==> config.mk <==
export PLATFORM = sky130hd
export DESIGN_NAME = ff_excitation_driver_flat
export DESIGN_NICKNAME = d
export VERILOG_FILES = /design/src/rtl/ff_exc_pkg.sv /design/src/rtl/ff_excitation_driver_if.sv /design/src/rtl/ff_tgt_fifo.sv /design/src/rtl/ff_excitation_driver.sv /design/src/flat_wrapper.sv
export SDC_FILE = /design/constraint.sdc
export NUM_CORES = 1
export LEC_CHECK = 0
export BUFFER_PORTS_ARGS = -buffer_cell sky130_fd_sc_hd__buf_2
export CAP_MARGIN = 40
export CORE_MARGIN = 2
export CORE_UTILIZATION = 40
export CTS_CLUSTER_DIAMETER = 60
export DETAILED_ROUTE_END_ITERATION = 8
export MAX_ROUTING_LAYER = met4
export PLACE_DENSITY = 0.62
export REMOVE_ABC_BUFFERS = 1
export SLEW_MARGIN = 20
export SYNTH_ARGS = -nofsm -noshare
export SYNTH_HDL_FRONTEND = slang
export SYNTH_SLANG_ARGS = --single-unit
==> constraint.sdc <==
create_clock -name Clk -period 4.4 [get_ports Clk]
set_input_delay 0.44 -clock Clk [delete_from_list [all_inputs] [get_ports Clk]]
set_output_delay 0.44 -clock Clk [all_outputs]
set_load 0.01 [all_outputs]
==> src/rtl/ff_exc_pkg.sv <==
// Shared state encoding and the excitation table used by the flip-flop drive sequencer.
package ff_exc_pkg;

   localparam logic [1:0] ST_IDLE  = 2'd0;
   localparam logic [1:0] ST_DRIVE = 2'd1;
   localparam logic [1:0] ST_CHECK = 2'd2;

   typedef enum logic [1:0] {
      S_IDLE  = ST_IDLE,
      S_DRIVE = ST_DRIVE,
      S_CHECK = ST_CHECK
   } state_e;

   // Returns {d, t, j, k} for a move from q to target; JK don't-cares resolve to 0.
   function automatic logic [3:0] excite(input logic q, input logic tgt);
      return {tgt, q ^ tgt, ~q & tgt, q & ~tgt};
   endfunction

endpackage

==> src/rtl/ff_excitation_driver_if.sv <==
// Target-bit stream handshake between the characterization sequencer and the driver.
interface ff_excitation_driver_if;

   logic tgt_valid;
   logic tgt_bit;
   logic tgt_ready;

   modport master (output tgt_valid, output tgt_bit, input tgt_ready);
   modport slave  (input tgt_valid, input tgt_bit, output tgt_ready);

endinterface

==> src/rtl/ff_tgt_fifo.sv <==
// Small synchronous 1-bit FIFO holding queued target bits; no fall-through, registered ready.
module ff_tgt_fifo #(
   parameter int DEPTH = 4
) (
   input  logic Clk,
   input  logic rst,
   input  logic wr_en_i,
   input  logic wr_data_i,
   input  logic rd_en_i,
   output logic rd_data_o,
   output logic empty_o,
   output logic ready_o
);

   localparam int AW = $clog2(DEPTH);
   localparam logic [AW:0] FULL_CNT = (AW + 1)'(DEPTH);

   logic [DEPTH-1:0] mem_q;
   logic [AW-1:0]    wrPtr_q;
   logic [AW-1:0]    rdPtr_q;
   logic [AW:0]      count_q;
   logic [AW:0]      count_d;
   logic             ready_q;
   logic             pushAcc;
   logic             popAcc;

   assign pushAcc   = wr_en_i & ready_q;
   assign popAcc    = rd_en_i & (count_q != '0);
   assign rd_data_o = mem_q[rdPtr_q];
   assign empty_o   = (count_q == '0);
   assign ready_o   = ready_q;

   always_comb begin
      count_d = count_q;
      case ({pushAcc, popAcc})
         2'b10:   count_d = count_q + 1'b1;
         2'b01:   count_d = count_q - 1'b1;
         default: count_d = count_q;
      endcase
   end

   // Ready is registered from the next occupancy, so it never lags a fill or drain.
   always_ff @(posedge Clk or posedge rst) begin
      if (rst) begin
         mem_q   <= '0;
         wrPtr_q <= '0;
         rdPtr_q <= '0;
         count_q <= '0;
         ready_q <= 1'b0;
      end else begin
         if (pushAcc) begin
            mem_q[wrPtr_q] <= wr_data_i;
            wrPtr_q        <= wrPtr_q + 1'b1;
         end
         if (popAcc) begin
            rdPtr_q <= rdPtr_q + 1'b1;
         end
         count_q <= count_d;
         ready_q <= (count_d != FULL_CNT);
      end
   end

endmodule

==> src/rtl/ff_excitation_driver.sv <==
// Turns a stream of desired next-Q bits into D/T/JK excitation, then checks the returned Q.
module ff_excitation_driver
   import ff_exc_pkg::*;
#(
   parameter int DEPTH = 4,
   parameter int CNT_W = 8
) (
   input  logic                    Clk,
   input  logic                    rst,
   ff_excitation_driver_if.slave   tgt,
   input  logic                    resync,
   input  logic                    clr_err,
   input  logic                    q_obs,
   output logic                    d_o,
   output logic                    t_o,
   output logic                    j_o,
   output logic                    k_o,
   output logic                    busy,
   output logic                    mismatch,
   output logic                    err_sticky,
   output logic [CNT_W-1:0]        err_cnt
);

   state_e           state_q;
   logic             qModel_q;
   logic             tgt_q;
   logic [3:0]       exc_q;
   logic [CNT_W-1:0] errCnt_q;
   logic [CNT_W-1:0] errCnt_d;
   logic             errSticky_q;
   logic             errSticky_d;
   logic             fifoData;
   logic             fifoEmpty;
   logic             fifoPop;

   ff_tgt_fifo #(.DEPTH(DEPTH)) u_fifo (
      .Clk       (Clk),
      .rst       (rst),
      .wr_en_i   (tgt.tgt_valid),
      .wr_data_i (tgt.tgt_bit),
      .rd_en_i   (fifoPop),
      .rd_data_o (fifoData),
      .empty_o   (fifoEmpty),
      .ready_o   (tgt.tgt_ready)
   );

   assign {d_o, t_o, j_o, k_o} = exc_q;
   assign busy       = (state_q != S_IDLE) || !fifoEmpty;
   assign mismatch   = (state_q == S_CHECK) && (q_obs != tgt_q);
   assign err_sticky = errSticky_q;
   assign err_cnt    = errCnt_q;

   // A pending resync holds the FSM in IDLE, so the pop slips to the following cycle.
   always_comb begin
      fifoPop = 1'b0;
      if (!fifoEmpty) begin
         if (state_q == S_IDLE && !resync) begin
            fifoPop = 1'b1;
         end else if (state_q == S_CHECK) begin
            fifoPop = 1'b1;
         end
      end
   end

   // Clear is applied before the increment so a coincident mismatch still counts once.
   always_comb begin
      errCnt_d    = clr_err ? '0 : errCnt_q;
      errSticky_d = clr_err ? 1'b0 : errSticky_q;
      if (mismatch) begin
         if (errCnt_d != '1) begin
            errCnt_d = errCnt_d + 1'b1;
         end
         errSticky_d = 1'b1;
      end
   end

   // The model tracks the target, not q_obs, so one bad flop does not skew later excitation.
   always_ff @(posedge Clk or posedge rst) begin
      if (rst) begin
         state_q     <= S_IDLE;
         qModel_q    <= 1'b0;
         tgt_q       <= 1'b0;
         exc_q       <= '0;
         errCnt_q    <= '0;
         errSticky_q <= 1'b0;
      end else begin
         errCnt_q    <= errCnt_d;
         errSticky_q <= errSticky_d;
         case (state_q)
            S_IDLE: begin
               if (resync) begin
                  qModel_q <= q_obs;
               end else if (!fifoEmpty) begin
                  tgt_q   <= fifoData;
                  exc_q   <= excite(qModel_q, fifoData);
                  state_q <= S_DRIVE;
               end
            end
            S_DRIVE: begin
               exc_q   <= {tgt_q, 3'b000};
               state_q <= S_CHECK;
            end
            S_CHECK: begin
               qModel_q <= tgt_q;
               if (!fifoEmpty) begin
                  tgt_q   <= fifoData;
                  exc_q   <= excite(tgt_q, fifoData);
                  state_q <= S_DRIVE;
               end else begin
                  state_q <= S_IDLE;
               end
            end
            default: begin
               state_q <= S_IDLE;
            end
         endcase
      end
   end

endmodule

==> src/flat_wrapper.sv <==
// flat-port wrapper written by rule: the top's interface ports become plain ports
module ff_excitation_driver_flat import ff_exc_pkg::*;
#(
   parameter int DEPTH = 4,
   parameter int CNT_W = 8
)
  (Clk, rst, resync, clr_err, q_obs, d_o, t_o, j_o, k_o, busy, mismatch, err_sticky, err_cnt, tgt_tgt_valid, tgt_tgt_bit, tgt_tgt_ready);
  ff_excitation_driver_if tgt_i ();
  input  logic Clk;
  input  logic rst;
  input  logic resync;
  input  logic clr_err;
  input  logic q_obs;
  output logic d_o;
  output logic t_o;
  output logic j_o;
  output logic k_o;
  output logic busy;
  output logic mismatch;
  output logic err_sticky;
  output logic [CNT_W-1:0] err_cnt;
  input wire logic [$bits(tgt_i.tgt_valid)-1:0] tgt_tgt_valid;
  input wire logic [$bits(tgt_i.tgt_bit)-1:0] tgt_tgt_bit;
  output wire logic [$bits(tgt_i.tgt_ready)-1:0] tgt_tgt_ready;
  assign tgt_i.tgt_valid = tgt_tgt_valid;
  assign tgt_i.tgt_bit = tgt_tgt_bit;
  assign tgt_tgt_ready = tgt_i.tgt_ready;
  ff_excitation_driver #(.DEPTH(DEPTH), .CNT_W(CNT_W)) u_core (.Clk(Clk), .rst(rst), .tgt(tgt_i), .resync(resync), .clr_err(clr_err), .q_obs(q_obs), .d_o(d_o), .t_o(t_o), .j_o(j_o), .k_o(k_o), .busy(busy), .mismatch(mismatch), .err_sticky(err_sticky), .err_cnt(err_cnt));
endmodule
==> key figures <==
Status
  – Status: finished, final reports clean

Drt
  – DR DRC count: 0
  – Detailed-route via count: 1073
  – Routed vias/inst: 4.991
  – DRT Pass-1 Iters: 4
  – Drt wl/cell: 12.95 microns
  – Iter 0 DRT Violations: 46
  – Post-route ant nets: 0
  – Routed WL: 2.785 mm

STA
  – Fin crit share: 52.60%
  – Worst Max-Slew Pin Slew: 0.6164 ns
  – Unrepaired setup endpoints after global routing: false
  – Final Slew Violations: 0
  – # setup viols final: 0
  – Final min period: 2.314 ns
  – Relative slew slack: 58.59%
  – Total Neg Setup Slack: 0 ns
  – Worst hold margin: 0.2341 ns
  – Final Hold Fails: 0
  – FMAX: 432.1 MHz
  – Clock skew: 0.002184 ns

Setup path
  – CP required: 4.61 ns
  – Worst R2R Setup Slack: 2.09 ns
  – Element type at the critical path end: flip-flop
  – Arrival time worst endpoint: 2.53 ns
  – CP max-delay cell: nor3_1
  – Worst path cell trace: nor3_1 > nor3_4 > ha_1 > inv_1 > fa_1 > o21ai_0 > nor2_1 > nand2_1
  – Critical path's top delay family: simple AND/OR/NAND/NOR gates
  – Setup crit start kind: flip-flop
  – Kind of critical path: reg2reg
  – Critical Path Fanout Max: 9
  – Worst path bufs/invs: 1
  – Largest stage delay on the critical path: 0.53 ns

Global route
  – Largest net degree at the start of global routing: 30
  – Gr usage total: 15.74%
  – Grt met1 use: 19.45%
  – Grt total ovfl: 0
  – Top Usage Layer GRT: met2
  – Vias in the first global route: 1108
  – First-pass GRT wire length: 4.981 mm
  – Routing usage on met2: 24.36%
  – Grt met3 use: 5.137%
  – Initial antenna violation count: 0

Cells and area
  – Net count reported at finish: 183
  – Area added between synthesis and finish: 16.61%
  – Filler cells: 349
  – Share of layout cells above drive strength 1: 25.15%
  – Final Instance Area: 1765 sq um
  – Antenna diodes: 0
  – Register area: 725.7 sq um
  – Area of the multi-input gates: 734.5 sq um

Run
  – Max-cap violations: 0

Synthesis
  – Top cells by count, synth: 29 x dfrtp_1, 13 x inv_1, 11 x nor2_1
  – Mapped Avg Cell Area: 10.89 sq um
  – Post-synth EDFFs: 0
  – Synth top area cells: dfrtp_1 48%, ha_1 6.6%, mux2_2 4.5%, mux2i_1 4.0%, xnor2_1 3.5%
  – Top_reg_cell synth: dfrtp_1
  – Area leader, netlist: dfrtp_1
  – Most common cell in the netlist: dfrtp_1
  – Yosys top cell area share: 47.93%
  – Mapped Area: 1514 sq um
  – Synth async-reset ratio: 100.0%
  – Syn Inst Count: 139
  – #FFs+latches synth: 29
  – Synth Warn #: 0
  – Synth unique cells: 31
  – Register area share after synthesis: 47.93%

Clocking
  – Clock-pin slew on the worst setup and hold paths: 0.06 ns
  – Setup Fix Bufs, Post-CTS: 0
  – Hold Buf Count CTS: 0
  – CTS resizes: 0
  – CTS tree: done
  – Clk sinks: 29
  – H-Tree Depth: 2
  – Worst skew pair latency: 0.27 ns
  – Num CTS Buffers: 5
  – Clock Tree Buf Depth: 2
  – CTS Root Buffer Type: clkbuf_8

Floorplanning
  – I/O Pins: 23
  – Die area: 4293 sq um
  – Die Wd: 65.52 microns
  – Initial core utilization: 41.35%
  – Site Rows: 22
  – Die height: 65.52 microns
  – Placeable Area: 3661 sq um

Placed design
  – RePlAce Congestion: 0.7831
  – I/O Buffers: 22
  – DP Area: 1679 sq um
  – Dpl hpwl: 2.075 mm

Hold path
  – Worst Hold Class: in2async

Pwr
  – Leak: 0.8787 nW
  – Final Power: 0.001105 W
  – Power Dens Cells: 625.9 nW/um^2
  – Worst vdd ir: 0.2092 mV
-- cells in the final DEF (no fill, tap or decap), types with 4 or more instances in the layout --
| cell type | instances |
|---|---|
| dfrtp_1 | 29 |
| buf_2 | 22 |
| inv_1 | 12 |
| nor2_1 | 11 |
| nand2_1 | 9 |
| nand3_1 | 9 |
| ha_1 | 8 |
| o21ai_0 | 7 |
| nor3_1 | 6 |
| xnor2_1 | 6 |
| mux2_2 | 6 |
| mux2i_1 | 6 |
| clkbuf_8 | 6 |
| nor2b_1 | 4 |
| nand2b_1 | 4 |
| xor2_1 | 4 |
-- cells by family (layout without fill, tap and decap cells) --
group           Yosys count  count (layout)  synth area share [%]
buf+inv                  14              42                 3.554
mux                      13              13                 9.917
flops                    29              29                 47.93
simple gates             53              53                 20.58
xor+xnor                 10              10                 5.785
fa+ha+maj                 9               9                 7.934
compound gates           11              11                 4.297
-- layer usage --
metal	part of all wire, %	wire length (microns)
met1	47	1296
met2	48	1335
met3	3.9	108
met4	1.6	44
met5	0	0
-- power by group --
group / switching, W / leakage [nW] / total [W] / internal (W)
clock: 0.0000939 / 0.0443 / 0.000218 / 0.000124
combinational: 0.000227 / 0.468 / 0.000432 / 0.000205
sequential: 0.0000864 / 0.366 / 0.000455 / 0.000368
total: 0.000407 / 0.879 / 0.00111 / 0.000698
-- final timing paths --
| kind | start | to | depth (start not counted) |
|---|---|---|---|
| max | u_core.u_fifo.count_q[0]$_DFF_PP0_ | u_core.u_fifo.ready_o$_DFF_PP0_ | 8 |
| min reg2reg | u_core.u_fifo.rdPtr_q[1]$_DFFE_PP0P_ | u_core.u_fifo.rdPtr_q[1]$_DFFE_PP0P_ | 1 |
| max in group asynchronous | rst | u_core.state_q[1]$_DFFE_PP0P_ | 2 |
| max reg2reg | u_core.u_fifo.count_q[0]$_DFF_PP0_ | u_core.u_fifo.ready_o$_DFF_PP0_ | 8 |
| min | rst | u_core.err_cnt[1]$_DFF_PP0_ | 2 |
| min in group Clk | tgt_tgt_bit | u_core.u_fifo.mem_q[1]$_DFFE_PP0P_ | 2 |
-- final cells by class --
type,instances,area share [%]
inverters,13,2.764
clock buffers,7,4.890
multi-input cells,96,41.60
flip-flops and latches,29,41.11
well taps,48,3.402
repair buffers,22,6.237
-- worst register-to-register path, delay by kind of cell, from the launching register on --
| family | cells | cell delay [ns] |
|---|---|---|
| AOI/OAI and AO/OA | 1 | 0.27 |
| adders and majority gates | 2 | 0.66 |
| buffers and inverters | 1 | 0.07 |
| DFF | 1 | 0.41 |
| and+or+nand+nor | 4 | 0.85 |
-- stage by stage --
stage	util [%]	setup slack (ns)	std cells
6_report	48.22	2.086	215
5_1_grt	48.22	1.853	215
4_1_cts	48.22	2.055	215
3_5_place_dp	45.86	1.926	208
3_3_place_gp	45.86	2.052	208
2_1_floorplan	-	2.268	138
-- state kept, by name, indices dropped and copies added (netlist names) --
name                   flops
u_core.err_cnt             8
u_core.exc_q               4
u_core.u_fifo.mem_q        4
u_core.u_fifo.count_q      3
u_core.state_q             2
u_core.u_fifo.rdPtr_q      2
u_core.u_fifo.wrPtr_q      2
u_core.err_sticky          1
u_core.qModel_q            1
u_core.tgt_q               1
u_core.u_fifo.ready_o      1
Note: power is estimated with default switching activity, not from simulation.
